==> src/rtl/entropy_sel_pkg.sv <==
// Shared constants for the entropy source selector.
// Source count, selector width and fixed source indices.
package entropy_sel_pkg;

    localparam int NUM_SRC = 4;
    localparam int SEL_W   = 2;

    localparam logic [SEL_W-1:0] SRC_RO   = 2'd0;
    localparam logic [SEL_W-1:0] SRC_ALT  = 2'd1;
    localparam logic [SEL_W-1:0] SRC_REP  = 2'd2;
    localparam logic [SEL_W-1:0] SRC_USER = 2'd3;

endpackage

==> src/rtl/entropy_source_select_if.sv <==
// Bus bundle for entropy_source_select.
// master: drives src_bit/src_valid/sel; slave: drives bit_out/valid_out/sel_changed/alt_bit.
interface entropy_source_select_if;
    import entropy_sel_pkg::*;

    logic [NUM_SRC-1:0] src_bit;
    logic [NUM_SRC-1:0] src_valid;
    logic [SEL_W-1:0]   sel;
    logic               bit_out;
    logic               valid_out;
    logic               sel_changed;
    logic               alt_bit;

    modport master (
        output src_bit, src_valid, sel,
        input  bit_out, valid_out, sel_changed, alt_bit
    );

    modport slave (
        input  src_bit, src_valid, sel,
        output bit_out, valid_out, sel_changed, alt_bit
    );

endinterface

==> src/rtl/sel_change_detect.sv <==
// Selector change detector: registers sel and pulses o_changed for one
// cycle per change. Ports: clk, rst (async high), i_sel, o_changed.
module sel_change_detect
    import entropy_sel_pkg::*;
(
    input  logic             clk,
    input  logic             rst,
    input  logic [SEL_W-1:0] i_sel,
    output logic             o_changed
);

    logic [SEL_W-1:0] r_sel_q;
    logic             r_primed;
    logic             r_pulse;

    // First edge after reset only captures sel, so a non-zero sel held
    // through reset does not look like a change.
    always_ff @(posedge clk or posedge rst) begin
        if (rst) begin
            r_sel_q  <= '0;
            r_primed <= 1'b0;
            r_pulse  <= 1'b0;
        end else begin
            r_sel_q  <= i_sel;
            r_primed <= 1'b1;
            r_pulse  <= r_primed && (i_sel != r_sel_q);
        end
    end

    assign o_changed = r_pulse;

endmodule

==> src/rtl/entropy_source_select.sv <==
// Entropy source selector: 4:1 combinational mux with valid blanking after
// selector changes. Ports: clk, rst (async high), bus (slave modport).
// Macro ALT_RNG_EN: internal alternating generator replaces source 1.
module entropy_source_select
    import entropy_sel_pkg::*;
#(
    parameter logic ALT_INIT = 1'b0
)(
    input  logic                    clk,
    input  logic                    rst,
    entropy_source_select_if.slave  bus
);

    logic [NUM_SRC-1:0] w_bit;
    logic [NUM_SRC-1:0] w_vld;
    logic               w_bit_sel;
    logic               w_pre_valid;
    logic               w_changed;

`ifdef ALT_RNG_EN
    logic r_alt_bit;
    logic r_alt_valid;
    logic [1:0] w_unused_src1;

    always_ff @(posedge clk or posedge rst) begin
        if (rst) begin
            r_alt_bit   <= ALT_INIT;
            r_alt_valid <= 1'b0;
        end else begin
            r_alt_bit   <= ~r_alt_bit;
            r_alt_valid <= 1'b1;
        end
    end

    assign w_unused_src1 = {bus.src_bit[SRC_ALT], bus.src_valid[SRC_ALT]};

    assign w_bit = {bus.src_bit[SRC_USER], bus.src_bit[SRC_REP],
                    r_alt_bit, bus.src_bit[SRC_RO]};
    assign w_vld = {bus.src_valid[SRC_USER], bus.src_valid[SRC_REP],
                    r_alt_valid, bus.src_valid[SRC_RO]};
    assign bus.alt_bit = r_alt_bit;
`else
    logic w_unused_init;

    assign w_unused_init = ALT_INIT;
    assign w_bit         = bus.src_bit;
    assign w_vld         = bus.src_valid;
    assign bus.alt_bit   = 1'b0;
`endif

    always_comb begin
        w_bit_sel   = 1'b0;
        w_pre_valid = 1'b0;
        unique case (bus.sel)
            SRC_RO:   begin w_bit_sel = w_bit[0]; w_pre_valid = w_vld[0]; end
            SRC_ALT:  begin w_bit_sel = w_bit[1]; w_pre_valid = w_vld[1]; end
            SRC_REP:  begin w_bit_sel = w_bit[2]; w_pre_valid = w_vld[2]; end
            SRC_USER: begin w_bit_sel = w_bit[3]; w_pre_valid = w_vld[3]; end
            default:  begin w_bit_sel = 1'b0;     w_pre_valid = 1'b0;     end
        endcase
    end

    sel_change_detect u_det (
        .clk       (clk),
        .rst       (rst),
        .i_sel     (bus.sel),
        .o_changed (w_changed)
    );

    assign bus.bit_out     = w_bit_sel;
    assign bus.valid_out   = w_pre_valid & ~w_changed;
    assign bus.sel_changed = w_changed;

endmodule

==> src/flat_wrapper.sv <==
// flat-port wrapper written by rule: the top's interface ports become plain ports
module entropy_source_select_flat import entropy_sel_pkg::*;
#(
    parameter logic ALT_INIT = 1'b0
)
  (clk, rst, bus_src_bit, bus_src_valid, bus_sel, bus_bit_out, bus_valid_out, bus_sel_changed, bus_alt_bit);
  entropy_source_select_if bus_i ();
  input  logic clk;
  input  logic rst;
  input wire logic [$bits(bus_i.src_bit)-1:0] bus_src_bit;
  input wire logic [$bits(bus_i.src_valid)-1:0] bus_src_valid;
  input wire logic [$bits(bus_i.sel)-1:0] bus_sel;
  output wire logic [$bits(bus_i.bit_out)-1:0] bus_bit_out;
  output wire logic [$bits(bus_i.valid_out)-1:0] bus_valid_out;
  output wire logic [$bits(bus_i.sel_changed)-1:0] bus_sel_changed;
  output wire logic [$bits(bus_i.alt_bit)-1:0] bus_alt_bit;
  assign bus_i.src_bit = bus_src_bit;
  assign bus_i.src_valid = bus_src_valid;
  assign bus_i.sel = bus_sel;
  assign bus_bit_out = bus_i.bit_out;
  assign bus_valid_out = bus_i.valid_out;
  assign bus_sel_changed = bus_i.sel_changed;
  assign bus_alt_bit = bus_i.alt_bit;
  entropy_source_select #(.ALT_INIT(ALT_INIT)) u_core (.clk(clk), .rst(rst), .bus(bus_i));
endmodule
==> config.mk <==
export PLATFORM = sky130hd
export DESIGN_NAME = entropy_source_select_flat
export DESIGN_NICKNAME = d
export VERILOG_FILES = /design/src/rtl/entropy_sel_pkg.sv /design/src/rtl/entropy_source_select_if.sv /design/src/rtl/sel_change_detect.sv /design/src/rtl/entropy_source_select.sv /design/src/flat_wrapper.sv
export SDC_FILE = /design/constraint.sdc
export NUM_CORES = 1
export LEC_CHECK = 0
export BUFFER_PORTS_ARGS = -buffer_cell sky130_fd_sc_hd__buf_2
export CAP_MARGIN = 20
export CORE_AREA = 4 4 41 43
export DETAILED_ROUTE_END_ITERATION = 10
export DIE_AREA = 0 0 45 47
export PLACE_DENSITY = 0.44
export SLEW_MARGIN = 20
export SYNTH_ARGS = -nofsm -noshare
export SYNTH_HDL_FRONTEND = slang
export SYNTH_SLANG_ARGS = --single-unit
==> constraint.sdc <==
create_clock -name clk -period 2.6 [get_ports clk]
set_clock_uncertainty 0.05 [all_clocks]
set_input_delay 0.52 -clock clk [delete_from_list [all_inputs] [get_ports clk]]
set_output_delay 0.52 -clock clk [all_outputs]
set_load 0.03 [all_outputs]
==> impl_metrics.env <==
export IMPL_status="complete, no violations"
export IMPL_synth_seq_cells=4
export IMPL_leakagePower_uw=0.0001600
export IMPL_synth_top_area_frac=0.4848
export IMPL_grt_usage=0.04690
export IMPL_drive_above_1_share=0.6333
export IMPL_drc_errors=0
export IMPL_vias=157
export IMPL_cts_sink_count=4
export IMPL_cap_violations=0
export IMPL_ff2ff_setup_slack_ns=1.82
export IMPL_cts_tree="yes"
export IMPL_ir_worst_vdd_mv=0.3092
export IMPL_worst_slack_ns=0.5728
export IMPL_ys_warn_count=0
export IMPL_grt_use_met2=0.05650
export IMPL_wl_per_cell_um=9.400
export IMPL_cts_setup_buffers=0
export IMPL_use_met3=0.04981
export IMPL_p_per_area_nw_per_um2=587.1
export IMPL_die_area_um2=2115
export IMPL_die_width_um=45
export IMPL_grt_busiest_layer="met2"
export IMPL_period_minus_slack_ns=2.027
export IMPL_clk_latency_ns=0.23
export IMPL_hold_path_class="primary input to async pin"
export IMPL_syn_inst=14
export IMPL_ys_top_cells_by_count="dfrtp_1 (4), conb_1 (2), xnor2_1 (2)"
export IMPL_antenna_cells=0
export IMPL_dr_pass1_iters=2
export IMPL_endpoint_kind="output pin"
export IMPL_synthDistinctLibCells=9
export IMPL_synth_most_common_cell="dfrtp_1"
export IMPL_fmax_mhz=493.3
export IMPL_cpPeakStageDelay_ns=0.50
export IMPL_cp_common_cell="buf_2"
export IMPL_required_ns=2.03
export IMPL_grt_pass1_vias=153
export IMPL_holdWs_ns=0.1109
export IMPL_placement_cell_area_um2=287.8
export IMPL_gp_congestion=0.5954
export IMPL_rows=13
export IMPL_htree_levels=1
export IMPL_critPathKind="primary input to output pin"
export IMPL_grt_max_degree=5
export IMPL_dp_slack_ns=0.5601
export IMPL_synth_area_leaders="dfrtp_1 (48%), mux4_1 (13%), mux4_2 (11%), xnor2_1 (8.5%), nor2b_4 (6.7%)"
export IMPL_yosysTopAreaCell="dfrtp_1"
export IMPL_final_max_slew_violation_count=0
export IMPL_grt_util_met1=0.05324
export IMPL_pin_count=16
export IMPL_dr_first_iter_drc_count=4
export IMPL_clockBufferDepth=2
export IMPL_start_util=0.1587
export IMPL_synth_area_um2=206.4
export IMPL_worstPathArrival_ns=1.46
export IMPL_syn_nets=26
export IMPL_cts_root_buf="clkbuf_4"
export IMPL_antenna_found_initial=0
export IMPL_via_per_inst=3.489
export IMPL_cts_buffers=3
export IMPL_dieHeight_um=47
export IMPL_syn_area_per_cell_um2=14.75
export IMPL_async_flop_share=1.000
export IMPL_area_growth_pct=50.30
export IMPL_rsz0062_at_grt="no"
export IMPL_wl_um=423
export IMPL_grt_remaining_overflow=0
export IMPL_final_hold_violation_count=0
export IMPL_nFillCells=150
export IMPL_fin_crit_sh=0.7797
export IMPL_cp_start_kind="primary input"
export IMPL_grt_pass1_wl_um=648
export IMPL_path_cells="buf_2, mux4_2, nor2b_4, buf_2"
export IMPL_setup_viol=0
export IMPL_cts_hold_buf=0
export IMPL_synthFlopType="dfrtp_1"
export IMPL_nets=44
export IMPL_clk_pin_slew_ns=0.04
export IMPL_core_area_um2=1301
export IMPL_ant_nets=0
export IMPL_synth_seq_area_share=0.4848
export IMPL_synth_edf_count=0
export IMPL_slowest_stage="mux4_2"
export IMPL_path_max_fanout=4
export IMPL_ctsResizeCount=0
export IMPL_post_route_cell_area_um2=310.3
export IMPL_port_buffers=14
export IMPL_fin_setup_tns_ns=0
## routing by layer
| layer | vias to the layer above | wire (um) |
|---|---|---|
| met1 | 69 | 166 |
| met3 | 0 | 76 |
| met4 | 0 | 0 |
| li1 | 76 | - |
| met5 | - | 0 |
| met2 | 12 | 180 |
## logic make-up (layout without fill, tap and decap cells)
kind of cell / Yosys count / after routing / synth area share
other cells: 2 / 2 / 0.03638
compound gates: 1 / 1 / 0.03638
buf+inv: 2 / 18 / 0.05454
xor+xnor: 2 / 2 / 0.08486
simple gates: 1 / 1 / 0.06665
flops: 4 / 4 / 0.4849
mux: 2 / 2 / 0.2364
## sequential cells by signal, indices dropped and copies added, names as in the netlist
name	flops
u_core.u_det.o_changed	1
u_core.u_det.r_sel_q	2
u_core.u_det.r_primed	1
## worst max-delay path: cells and delay by family
family,cells,cell delay [ns]
buf+inv,2,0.30
mux,1,0.50
simple gates,1,0.13
## where the power goes
group / leakage, uW / internal, uW / switching [uW]
Sequential: 0.0000472 / 66.4 / 2.32
Clock: 0.0000138 / 51.4 / 23.2
Combinational: 0.0000990 / 18.5 / 20.4
Total: 0.000160 / 136 / 45.8
## placed cells by master, fill, tap and decap left out
cell      Yosys  layout
dfrtp_1       4       4
conb_1        2       2
a21boi_0      1       1
xnor2_1       2       2
buf_2         0      14
clkbuf_4      0       3
mux4_2        1       1
nor2b_4       1       1
mux4_1        1       1
inv_1         1       1
## through the flow
step           instances    util  power (uW)
2_1_floorplan         14       -       94.89
3_3_place_gp          42  0.2212       108.3
3_5_place_dp          42  0.2212       109.0
4_1_cts               45  0.2385       186.1
5_1_grt               45  0.2385       197.3
6_report              45  0.2385       182.2
## path summary, 6_finish.rpt
path                                               from                      end  cells after the start
worst max-delay path                         bus_sel[0]            bus_valid_out                      4
worst min-delay path                                rst  u_core.u_det.r_sel_q[0]                      2
worst max register to register  u_core.u_det.r_sel_q[0]   u_core.u_det.o_changed                      2
worst min register to register    u_core.u_det.r_primed   u_core.u_det.o_changed                      1
max in group asynchronous                           rst  u_core.u_det.r_sel_q[1]                      2
min in group clk                             bus_sel[1]  u_core.u_det.r_sel_q[1]                      1
## cell type report
class	instances	area [um2]	share of cell area
sequential	4	100.1	0.3226
multi-input combinational	8	95.09	0.3065
timing repair buffer	14	70.07	0.2258
clock buffer	3	22.52	0.07258
tap	15	18.77	0.06048
inverter	1	3.754	0.01210
No activity file was read; power rests on OpenSTA's default activity.
